<file path="config.mk">
export PLATFORM = sky130hd
export DESIGN_NAME = uart_rx_frame_deser
export DESIGN_NICKNAME = d
export VERILOG_FILES = /design/src/rtl/uart_pkg.sv /design/src/rtl/uart_rx_out_reg.sv /design/src/rtl/uart_rx_frame_deser.sv
export SDC_FILE = /design/constraint.sdc
export NUM_CORES = 1
export LEC_CHECK = 0
export CAP_MARGIN = 10
export CORE_UTILIZATION = 50
export DETAILED_ROUTE_END_ITERATION = 8
export HOLD_SLACK_MARGIN = 0.02
export PLACE_DENSITY_LB_ADDON = 0.08
export REMOVE_ABC_BUFFERS = 1
export SLEW_MARGIN = 20
export SYNTH_ARGS = -nofsm -noshare
export SYNTH_HDL_FRONTEND = slang
export SYNTH_SLANG_ARGS = --single-unit
</file>
<file path="constraint.sdc">
create_clock -name CLK -period 1.8 [get_ports CLK]
set_input_delay 0.54 -clock CLK [delete_from_list [all_inputs] [get_ports CLK]]
set_output_delay 0.54 -clock CLK [all_outputs]
set_load 0.02 [all_outputs]
</file>
<file path="src/rtl/uart_pkg.sv">
// Shared definitions for the UART receive path: FSM encoding, parity
// polarity constants, legal data-width range and the parity check helper.
package uart_pkg;

    typedef enum logic [1:0] {
        ST_IDLE   = 2'd0,
        ST_DATA   = 2'd1,
        ST_PARITY = 2'd2,
        ST_STOP   = 2'd3
    } rx_state_e;

    localparam logic PAR_EVEN = 1'b0;
    localparam logic PAR_ODD  = 1'b1;

    localparam int DW_MIN = 5;
    localparam int DW_MAX = 9;

    // True when the received parity bit disagrees with the data word for the
    // selected parity type (even: total ones even, odd: total ones odd).
    function automatic logic parity_bad(input logic [DW_MAX-1:0] data,
                                        input logic              par_bit,
                                        input logic              par_typ);
        return par_bit ^ (^data) ^ par_typ;
    endfunction

endpackage

</file>
<file path="src/rtl/uart_rx_out_reg.sv">
// Output holding register of the RX deserializer: presents one word with a
// valid/ready handshake, its error flags, and a sticky overrun flag.
module uart_rx_out_reg
    import uart_pkg::*;
#(
    parameter int DATA_WIDTH = 8
) (
    input  logic                  clk,
    input  logic                  rst,
    input  logic                  commit_i,
    input  logic [DATA_WIDTH-1:0] data_i,
    input  logic                  par_err_i,
    input  logic                  stop_err_i,
    input  logic                  data_ready_i,
    input  logic                  ovr_clr_i,
    output logic [DATA_WIDTH-1:0] data_o,
    output logic                  valid_o,
    output logic                  par_err_o,
    output logic                  stop_err_o,
    output logic                  overrun_o
);

    logic [DATA_WIDTH-1:0] data_q, data_d;
    logic                  valid_q, valid_d;
    logic                  par_err_q, par_err_d;
    logic                  stop_err_q, stop_err_d;
    logic                  ovr_q, ovr_d;
    logic                  accept_s;

    // Next-state: load on commit when the slot is free (or being freed), else
    // drop the frame and flag overrun; overrun set has priority over clear.
    always_comb begin
        data_d     = data_q;
        valid_d    = valid_q;
        par_err_d  = par_err_q;
        stop_err_d = stop_err_q;
        ovr_d      = ovr_q;
        accept_s   = valid_q && data_ready_i;

        if (commit_i && (!valid_q || accept_s)) begin
            data_d     = data_i;
            par_err_d  = par_err_i;
            stop_err_d = stop_err_i;
            valid_d    = 1'b1;
        end else if (accept_s) begin
            valid_d    = 1'b0;
        end else begin
            valid_d    = valid_q;
        end

        if (commit_i && valid_q && !accept_s) begin
            ovr_d = 1'b1;
        end else if (ovr_clr_i) begin
            ovr_d = 1'b0;
        end else begin
            ovr_d = ovr_q;
        end
    end

    // Holding register flops with asynchronous reset.
    always_ff @(posedge clk or posedge rst) begin
        if (rst) begin
            data_q     <= '0;
            valid_q    <= 1'b0;
            par_err_q  <= 1'b0;
            stop_err_q <= 1'b0;
            ovr_q      <= 1'b0;
        end else begin
            data_q     <= data_d;
            valid_q    <= valid_d;
            par_err_q  <= par_err_d;
            stop_err_q <= stop_err_d;
            ovr_q      <= ovr_d;
        end
    end

    assign data_o     = data_q;
    assign valid_o    = valid_q;
    assign par_err_o  = par_err_q;
    assign stop_err_o = stop_err_q;
    assign overrun_o  = ovr_q;

endmodule

</file>
<file path="src/rtl/uart_rx_frame_deser.sv">
// UART receive deserializer: frame FSM, bit counter and shift register for
// one frame (data, optional parity, stop), committing into uart_rx_out_reg.
module uart_rx_frame_deser
    import uart_pkg::*;
#(
    parameter int DATA_WIDTH  = 8,
    parameter int EDGE_WIDTH  = 4,
    parameter int SAMPLE_EDGE = 7,
    parameter int MSB_FIRST   = 0
) (
    input  logic                  CLK,
    input  logic                  RST,
    input  logic                  Start_Det,
    input  logic                  Deser_EN,
    input  logic [EDGE_WIDTH-1:0] Edge_count,
    input  logic                  Sampled_Bit_Deser,
    input  logic                  PAR_EN,
    input  logic                  PAR_TYP,
    input  logic                  Data_Ready,
    input  logic                  Ovr_Clr,
    output logic [DATA_WIDTH-1:0] P_Data_Deser,
    output logic                  Data_Valid,
    output logic                  Parity_Err,
    output logic                  Stop_Err,
    output logic                  Overrun,
    output logic                  Busy
);

    localparam int CW = $clog2(DATA_WIDTH + 1);

    if (DATA_WIDTH < DW_MIN || DATA_WIDTH > DW_MAX) begin : g_bad_width
        $error("uart_rx_frame_deser: DATA_WIDTH out of range");
    end

    rx_state_e             state_q, state_d;
    logic [CW-1:0]         bit_cnt_q, bit_cnt_d;
    logic [DATA_WIDTH-1:0] sr_q, sr_d;
    logic                  par_en_q, par_en_d;
    logic                  par_typ_q, par_typ_d;
    logic                  par_bad_q, par_bad_d;
    logic                  tick_s;
    logic                  commit_s;
    logic [DW_MAX-1:0]     sr_ext_s;

    // Frame FSM next-state, shifting, parity evaluation and commit strobe.
    always_comb begin
        state_d   = state_q;
        bit_cnt_d = bit_cnt_q;
        sr_d      = sr_q;
        par_en_d  = par_en_q;
        par_typ_d = par_typ_q;
        par_bad_d = par_bad_q;
        commit_s  = 1'b0;
        tick_s    = Deser_EN && (Edge_count == EDGE_WIDTH'(SAMPLE_EDGE));
        sr_ext_s  = '0;
        sr_ext_s[DATA_WIDTH-1:0] = sr_q;

        case (state_q)
            ST_IDLE: begin
                if (Start_Det) begin
                    state_d   = ST_DATA;
                    bit_cnt_d = '0;
                    par_en_d  = PAR_EN;
                    par_typ_d = PAR_TYP;
                    par_bad_d = 1'b0;
                end else begin
                    state_d   = ST_IDLE;
                end
            end
            ST_DATA: begin
                if (!Deser_EN) begin
                    state_d = ST_IDLE;
                end else if (tick_s) begin
                    if (MSB_FIRST != 0) begin
                        sr_d = {sr_q[DATA_WIDTH-2:0], Sampled_Bit_Deser};
                    end else begin
                        sr_d = {Sampled_Bit_Deser, sr_q[DATA_WIDTH-1:1]};
                    end
                    bit_cnt_d = bit_cnt_q + CW'(1);
                    if (bit_cnt_q == CW'(DATA_WIDTH - 1)) begin
                        state_d = par_en_q ? ST_PARITY : ST_STOP;
                    end else begin
                        state_d = ST_DATA;
                    end
                end else begin
                    state_d = ST_DATA;
                end
            end
            ST_PARITY: begin
                if (!Deser_EN) begin
                    state_d = ST_IDLE;
                end else if (tick_s) begin
                    par_bad_d = parity_bad(sr_ext_s, Sampled_Bit_Deser, par_typ_q);
                    state_d   = ST_STOP;
                end else begin
                    state_d   = ST_PARITY;
                end
            end
            ST_STOP: begin
                if (!Deser_EN) begin
                    state_d  = ST_IDLE;
                end else if (tick_s) begin
                    commit_s = 1'b1;
                    state_d  = ST_IDLE;
                end else begin
                    state_d  = ST_STOP;
                end
            end
            default: begin
                state_d = ST_IDLE;
            end
        endcase
    end

    // Frame state flops with asynchronous reset.
    always_ff @(posedge CLK or posedge RST) begin
        if (RST) begin
            state_q   <= ST_IDLE;
            bit_cnt_q <= '0;
            sr_q      <= '0;
            par_en_q  <= 1'b0;
            par_typ_q <= PAR_EVEN;
            par_bad_q <= 1'b0;
        end else begin
            state_q   <= state_d;
            bit_cnt_q <= bit_cnt_d;
            sr_q      <= sr_d;
            par_en_q  <= par_en_d;
            par_typ_q <= par_typ_d;
            par_bad_q <= par_bad_d;
        end
    end

    assign Busy = (state_q != ST_IDLE);

    uart_rx_out_reg #(
        .DATA_WIDTH (DATA_WIDTH)
    ) u_out_reg (
        .clk          (CLK),
        .rst          (RST),
        .commit_i     (commit_s),
        .data_i       (sr_q),
        .par_err_i    (par_bad_q),
        .stop_err_i   (~Sampled_Bit_Deser),
        .data_ready_i (Data_Ready),
        .ovr_clr_i    (Ovr_Clr),
        .data_o       (P_Data_Deser),
        .valid_o      (Data_Valid),
        .par_err_o    (Parity_Err),
        .stop_err_o   (Stop_Err),
        .overrun_o    (Overrun)
    );

endmodule

</file>
After elaboration in Yosys (flattened, before gate mapping):

Cells that the tools add are included.

* bits in registers: 29
* bits in latches: 0
* bits in writable memories: 0
* bits in read-only memories: 0
* input port bits: 13
* output and inout bits: 13
* word-level logic and storage cells: 69
* memories: 0

* add/subtract/negate cells: 1
* multipliers: 0
* div/mod/pow operators: 0
* magnitude comparators: 0
* equality and inequality tests: 10
* shift-type cells: 0
* multiplexer cells: 25
* bitwise logic cells: 3
* reductions and logical operators: 19

Operators with widths (number)
* 1-bit 2-to-1 mux: 13
* 2-bit 2-to-1 mux: 6
* 4-bit 2-to-1 mux: 3
* 2-bit != test (second input constant): 5
* 2-bit nonzero test: 5
* 9-bit XOR reduction: 1
* 4-bit by 3-bit equality test with 1-bit output (second input constant): 2
* 2-bit case mux with 4 select lines: 1
* 4-bit case mux with 2 select lines: 1
* 4-bit AND reduction: 2
* 1-bit logical AND: 5
* 4-bit by 1-bit adder with 4-bit output (second input constant): 1
* 2-bit equality test (second input constant): 2
* 3-bit AND reduction: 1
* 2-bit by 1-bit equality test with 1-bit output (second input constant): 1
* 1-bit logical NOT: 2
* 2-bit logical NOT: 1
* 1-bit case mux with 2 select lines: 1
* 2-bit AND reduction: 1
* 1-bit XOR: 2
* 1-bit logical OR: 1
* 1-bit NOT: 1

Logic depth before layout (Yosys ltp):

Gate-level depths: netlist of the first run.

* depth in word-level cells: 8
* mapped depth: 6
* depth with buffers taken out: 5

By module:

Synthesis of the first run repeated with hierarchy kept, for this count alone.

* cell total of the unflattened synthesis: 110
* area total of the unflattened synthesis: 1366.3 um2

By module, submodules not included
* uart_rx_frame_deser: times used 1, cells each 81, area each 869.6 um2, seq. area each 425.4 um2
* uart_rx_out_reg: times used 1, cells each 29, area each 496.7 um2, seq. area each 300.3 um2

Least setup slack after synthesis of the first run:

Ideal clock, no wire load.

* kind: input -> register
* start: in Edge_count[3]
* end: reg u_out_reg.data_q[0], in the netlist u_out_reg.data_o[0]
* library setup time: 0.128 ns
* arrival time: 1.546 ns
* data required time: 1.672 ns
* slack: 0.127 ns
* stages: 4
* path buffers: 1
* cell sequence: nand4b_2 -> nor3b_2 -> buf_4 -> mux2_1

* word-level cells in the longest chain between the ends: 6

Ends and longest elaborated chain
* start, declared: line uart_rx_frame_deser.sv:15 `input logic [EDGE_WIDTH-1:0] Edge_count,`
* 4-bit by 3-bit equality test with 1-bit output: line uart_rx_frame_deser.sv:54 `tick_s = Deser_EN && (Edge_count == EDGE_WIDTH'(SAMPLE_EDGE));`
* 1-bit logical AND: line uart_rx_frame_deser.sv:54
* 1-bit 2-to-1 mux: line uart_rx_frame_deser.sv:102 `end else if (tick_s) begin`
* 1-bit 2-to-1 mux: line uart_rx_frame_deser.sv:100 `if (!Deser_EN) begin`
* 1-bit 2-to-1 mux: line uart_rx_frame_deser.sv:58 `case (state_q)`
* 1-bit logical AND: line uart_rx_out_reg.sv:40 `if (commit_i && (!valid_q || accept_s)) begin`
* end signal, assigned: line uart_rx_out_reg.sv:69 `data_q <= data_d;`
* end, declared: line uart_rx_out_reg.sv:23 `logic [DATA_WIDTH-1:0] data_q, data_d;`

Every way passes these cells.
A chain may end at the register's enable or synchronous reset.

Final worst setup path of the first run:

* start: in Deser_EN
* end: reg u_out_reg.data_q[7], in the netlist u_out_reg.data_o[7]

* word-level cells in the longest chain between the ends: 5

Ends and longest elaborated chain
* start, declared: line uart_rx_frame_deser.sv:14 `input logic Deser_EN,`
* 1-bit logical AND: line uart_rx_frame_deser.sv:54
* 1-bit 2-to-1 mux: line uart_rx_frame_deser.sv:102
* 1-bit 2-to-1 mux (*): line uart_rx_frame_deser.sv:100
* 1-bit 2-to-1 mux (*): line uart_rx_frame_deser.sv:58
* 1-bit logical AND (*): line uart_rx_out_reg.sv:40

Mark *: on every way between the ends. The rest lies on a longest branch, timed or not.

==> results of run 1 <==
==> kinds of logic (layout without fill, tap and decap cells) <==
family          count (synthesis)  count (layout)  synth area share [%]
mux                            19              19                 16.03
buf+inv                         7              48                 2.656
fa+ha+maj                       1               1                0.9486
simple gates                   35              35                 14.71
xor+xnor                       10              10                 7.685
flops                          29              29                 55.03
compound gates                  6               6                 2.941
==> Yosys cell counts <==
master    number  area (um^2)
o22ai_1        1        6.260
nor3b_1        1        7.510
nor3b_2        1        12.51
nor2_1         4        15.01
mux2_2         9        101.4
buf_2          1        5.000
mux2_1         8        90.09
o21ai_0        2        10.01
a21oi_1        1        5.000
a21boi_1       1        7.510
buf_4          2        15.01
xnor2_1        8        70.07
nand2_1       17        63.81
or2_2          1        6.260
nand2b_1       1        6.260
inv_1          4        15.01
nor3_1         1        5.000
nor3_2         1        10.01
nor4_1         1        6.260
and4b_1        1        10.01
xor2_1         1        8.760
and2_1         1        6.260
nand4b_2       1        15.01
ha_1           1        12.51
mux2i_1        2        20.02
dfrtp_1       29        725.7
nand3_1        2        10.01
or4_1          1        7.510
xnor3_1        1        22.52
a311o_1        1        10.01
nor4_2         1        12.51
==> path summary, 6_finish.rpt <==
check	cells past startpoint	slack [ns]	to	start
max in group asynchronous	3	0.93	sr_q[5]	RST
max	5	0.05	u_out_reg.data_o[7]	Deser_EN
max reg2reg	5	0.23	u_out_reg.data_o[7]	state_q[1]
min	2	0.49	par_en_q	par_en_q
min in group asynchronous	3	0.58	state_q[0]	RST
min reg2reg	2	0.49	par_en_q	par_en_q
==> placed cells by master (no fill, tap or decap), drive strengths merged, types with 2 or more instances in the layout <==
cell type,count
buf,11
clkbuf,7
clkdlybuf4s50,8
clkinv,2
dfrtp,29
dlygate4sd2,12
dlymetal6s2s,4
inv,4
mux2,17
mux2i,2
nand2,17
nand3,2
nor2,4
nor3,2
nor3b,2
nor4,2
o21ai,2
xnor2,8
==> final cells by class <==
cell class / count / share of cell area (%)
flip-flops and latches: 29 / 41.46
clock buffers: 6 / 2.359
multi-input cells: 71 / 33.52
well taps: 30 / 2.144
repair buffers: 36 / 19.09
clock inverters: 2 / 0.5718
inverters: 4 / 0.8578
==> critical path, stage by stage <==
cell	delay [ns]
clkdlybuf4s50_1	0.55
nand3_2	0.13
nor3b_4	0.25
buf_6	0.16
mux2_1	0.32
==> sequential cells by signal, indices dropped and copies added, names as in the netlist <==
register              flops
par_en_q                  1
u_out_reg.overrun_o       1
par_typ_q                 1
sr_q                      8
u_out_reg.data_o          8
bit_cnt_q                 4
u_out_reg.par_err_o       1
u_out_reg.valid_o         1
par_bad_q                 1
state_q                   2
u_out_reg.stop_err_o      1
==> per-stage QoR <==
stage | TNS [ns] | instances | util [%]
6_report | 0 | 178 | 70.66
5_1_grt | 0 | 178 | 70.66
4_1_cts | 0 | 177 | 68.79
3_5_place_dp | -7.161 | 169 | 67.07
3_3_place_gp | -5.926 | 169 | 67.07
2_1_floorplan | -1.187 | 104 | -
==> power by group <==
group,internal (mW),total [mW],leakage [nW],switching (mW)
clock network,0.148,0.373,0.0320,0.224
registers,0.674,0.693,0.398,0.0196
logic,0.0923,0.168,0.491,0.0758
total,0.915,1.23,0.921,0.320
==> repair_timing <==
item | 4_1_cts | 5_1_grt
pin swaps | 1 | 2
endpoints found under the setup margin | 20 | 14
cloned | 0 | 1
gates resized for setup | 16 | 13
==> layer usage <==
metal | wire [um] | global-route usage (%) | up-vias
li1 | - | - | 445
met1 | 1109 | 23.39 | 460
met2 | 1433 | 37.71 | 20
met3 | 121 | 5.172 | 4
met4 | 55 | 10.53 | 0
met5 | 0 | 0 | -
==> impl_metrics.py, run 1 <==
metrics = {
    "clock_network": {
        "post_cts_buffers": 0,
        "ctsHoldBuffers": 0,
        "clk_pin_slew_ns": 0.09,
        "insertion_delay_ns": 0.33,
        "cts_buffer_depth": 2,
        "cts-root-buf": "clkbuf_4",
        "cts_buffers": 5,
        "htree_levels": 2,
        "cts_tree": "done",
        "cts.sinks": 29,
    },
    "route": {
        "ant_nets": 0,
        "vias": 929,
        "viasPerCell": 5.219,
        "wl_per_cell_um": 15.28,
        "drt_wl_total_um": 2719,
        "drt_first_pass_iters": 4,
        "drc_errors": 0,
        "first_iter_violations": 9,
    },
    "worst_setup_path": {
        "worstSetupStartpointType": "input pin",
        "crit_arrival_ns": 1.95,
        "cp-end-kind": "register",
        "crit_fanout": 5,
        "worstPathRequired_ns": 2.00,
        "worstSetupPathType": "input pin to register",
    },
    "place": {
        "portBuffers": 25,
        "pre_cts_slack_ns": -0.3632,
        "place_area_um2": 1662,
        "post-dp-hpwl_um": 1834,
        "place.gp.congestion": 0.7106,
    },
    "logic_synthesis": {
        "seq_area_frac_synth_pct": 55.03,
        "synthDistinctLibCells": 31,
        "synth.avg_cell_area_um2": 12.32,
        "yosysWarnings": 0,
        "synthesis.area_um2": 1319,
        "synth_seq_cells": 29,
        "syn_inst": 107,
    },
    "sta": {
        "drv_slew": 0,
        "layout_setup_ws_ns": 0.04976,
        "hold_ws_ns": 0.4933,
        "tightest_slew_ns": 0.3753,
        "rsz0062_at_grt": "false",
        "finClkSkew_ns": 0.01795,
        "period_share_pct": 97.24,
        "hold_violations": 0,
        "relSlewSlack_pct": 74.98,
        "clock.fmax_mhz": 571.4,
        "setup_viol": 0,
        "period_needed_ns": 1.750,
    },
    "die": {
        "die_y_um": 53.36,
        "dieArea_um2": 2847,
        "io-pin-count": 26,
        "rows": 18,
        "start_util_pct": 53.23,
        "core_area_um2": 2477,
        "fp.dieW_um": 53.36,
    },
    "finish": {
        "layout-drive-gt1-share_pct": 23.65,
        "multiInputGateArea_um2": 586.8,
        "ff_latch_area_um2": 725.7,
        "fin_nets": 161,
        "nFillCells": 191,
        "diodes": 0,
        "design_area_um2": 1750,
        "syn_to_final_growth_pct": 32.73,
    },
    "pwr": {
        "p_per_area_nw_per_um2": 705.1,
        "p_total_mw": 1.234,
        "irDropWorstVdd_v": 0.0006389,
        "leakage_nw": 0.9214,
    },
    "global_routing": {
        "track_usage_pct": 21.33,
        "grt_max_degree": 30,
        "grt_pass1_vias": 983,
        "antenna_found_initial": 0,
        "grt_pass1_wl_um": 4105,
        "grt_overflow": 0,
    },
    "run_status": {
        "status": "complete, no violations",
    },
    "run": {
        "drv_cap": 0,
    },
    "hold_path": {
        "hold_path_class": "register to register",
    },
}
Note: power is estimated with default switching activity, not from simulation.
==> inputs of run 2 (changes only) <==
- CTS_CLUSTER_SIZE: default -> 30
- SKIP_CTS_REPAIR_TIMING: default -> 1
==> impl_metrics.py, run 2 (same netlist as run 1, synthesis figures left out) <==
metrics = {
    "clock_network": {
        "cts_buffers": 5,
        "clk_pin_slew_ns": 0.09,
        "cts_tree": "done",
        "cts_buffer_depth": 2,
        "insertion_delay_ns": 0.33,
        "cts-root-buf": "clkbuf_4",
        "cts.sinks": 29,
        "htree_levels": 2,
    },
    "route": {
        "viasPerCell": 5.264,
        "vias": 937,
        "drt_wl_total_um": 2755,
        "wl_per_cell_um": 15.48,
        "ant_nets": 0,
        "drc_errors": 0,
        "drt_first_pass_iters": 4,
        "first_iter_violations": 7,
    },
    "global_routing": {
        "busiest_layer": "met2",
        "grtUsageMet1_pct": 23.02,
        "antenna_found_initial": 0,
        "met3_usage_pct": 5.172,
        "grt.met2_usage_pct": 37.71,
        "track_usage_pct": 21.21,
        "grt_overflow": 0,
        "grt_pass1_vias": 986,
        "grt_max_degree": 30,
        "grt_pass1_wl_um": 4084,
    },
    "die": {
        "rows": 18,
        "die_y_um": 53.36,
        "start_util_pct": 53.23,
        "fp.dieW_um": 53.36,
        "dieArea_um2": 2847,
        "core_area_um2": 2477,
        "io-pin-count": 26,
    },
    "hold_path": {
        "hold_path_class": "register to register",
    },
    "finish": {
        "layout-drive-gt1-share_pct": 22.30,
        "final_common_cell": "dfrtp_1",
        "syn_to_final_growth_pct": 35.67,
        "nFillCells": 184,
        "stdcell_count": 178,
        "design_area_um2": 1789,
        "final_cell_mix": "29 x dfrtp_1, 17 x nand2_1, 15 x dlymetal6s2s_1, 10 x clkdlybuf4s50_1, 9 x mux2_2",
        "diodes": 0,
        "fin_nets": 161,
    },
    "sta": {
        "layout_setup_ws_ns": -0.003883,
        "period_needed_ns": 1.804,
        "tightest_slew_ns": 0.3723,
        "finClkSkew_ns": 0.01448,
        "fin_setup_tns_ns": -0.003883,
        "rsz0062_at_grt": "true",
        "relSlewSlack_pct": 75.18,
        "period_share_pct": 100.2,
        "setup_viol": 1,
        "hold_violations": 0,
        "clock.fmax_mhz": 554.4,
        "drv_slew": 0,
    },
    "worst_setup_path": {
        "worstSetupPathType": "input pin to register",
        "cp-end-kind": "register",
        "crit_slowest_cell": "clkdlybuf4s50_1",
        "crit_path_cell_trace": "clkdlybuf4s50_1 > nand4b_4 > nor3b_4 > buf_6 > mux2_1",
        "worstSetupStartpointType": "input pin",
        "crit_arrival_ns": 2.00,
        "crit_family": "buffers and inverters",
        "cpPeakStageDelay_ns": 0.53,
        "critical_path_buf_inv_count": 2,
        "crit_fanout": 5,
        "worstPathRequired_ns": 2.00,
    },
    "pwr": {
        "irDropWorstVdd_v": 0.0006333,
        "p_total_mw": 1.232,
        "leakage_nw": 1.081,
        "p_per_area_nw_per_um2": 688.7,
    },
    "place": {
        "dp_cells": 169,
        "place.gp.congestion": 0.7106,
        "portBuffers": 25,
        "post-dp-hpwl_um": 1834,
        "place_area_um2": 1662,
        "pre_cts_slack_ns": -0.3632,
    },
    "run_status": {
        "status": "finished with violations",
        "violations": "setup timing",
    },
    "run": {
        "drv_cap": 0,
    },
}
## run 2: final timing paths
check	endpoint	start	slack, ns	depth (start not counted)
setup / recovery	u_out_reg.data_o[7]	Edge_count[0]	-0.004	5
min in group asynchronous	u_out_reg.valid_o	RST	0.58	3
max in group asynchronous	sr_q[5]	RST	0.93	3
setup reg to reg	u_out_reg.data_o[7]	state_q[1]	0.23	5
hold reg to reg	u_out_reg.par_err_o	u_out_reg.par_err_o	0.50	1
hold / removal	u_out_reg.par_err_o	u_out_reg.par_err_o	0.50	1
## run 2: per-layer routing
layer / share of wire [%] / wire length (um) / up-vias
met5: 0 / 0 / -
met4: 1.5 / 42 / 0
met3: 4.3 / 119 / 5
met2: 54 / 1477 / 19
met1: 40 / 1115 / 465
li1: - / - / 448
## run 2: final cells by class
| cell class | count | area [um^2] | area share [%] |
|---|---|---|---|
| timing repair buffer | 36 | 381.6 | 21.33 |
| clock buffer | 6 | 41.29 | 2.308 |
| clock inverter | 2 | 10.01 | 0.5594 |
| inverter | 4 | 15.01 | 0.8392 |
| multi-input combinational | 71 | 578.1 | 32.31 |
| tap | 30 | 37.54 | 2.098 |
| sequential | 29 | 725.7 | 40.56 |
## run 2: stage by stage
step                util (%)  hold slack, ns
floorplan                  -          0.4376
global placement       67.07          0.4554
detailed placement     67.07          0.4753
CTS                    69.14          0.4965
global route           72.22          0.5096
finish                 72.22          0.4962
## run 2: report_power, final
group          leakage (nW)  internal (mW)  total, mW  switching [mW]
registers             0.398          0.674      0.693          0.0193
logic                 0.650         0.0947      0.170          0.0751
clock network        0.0320          0.148      0.369           0.221
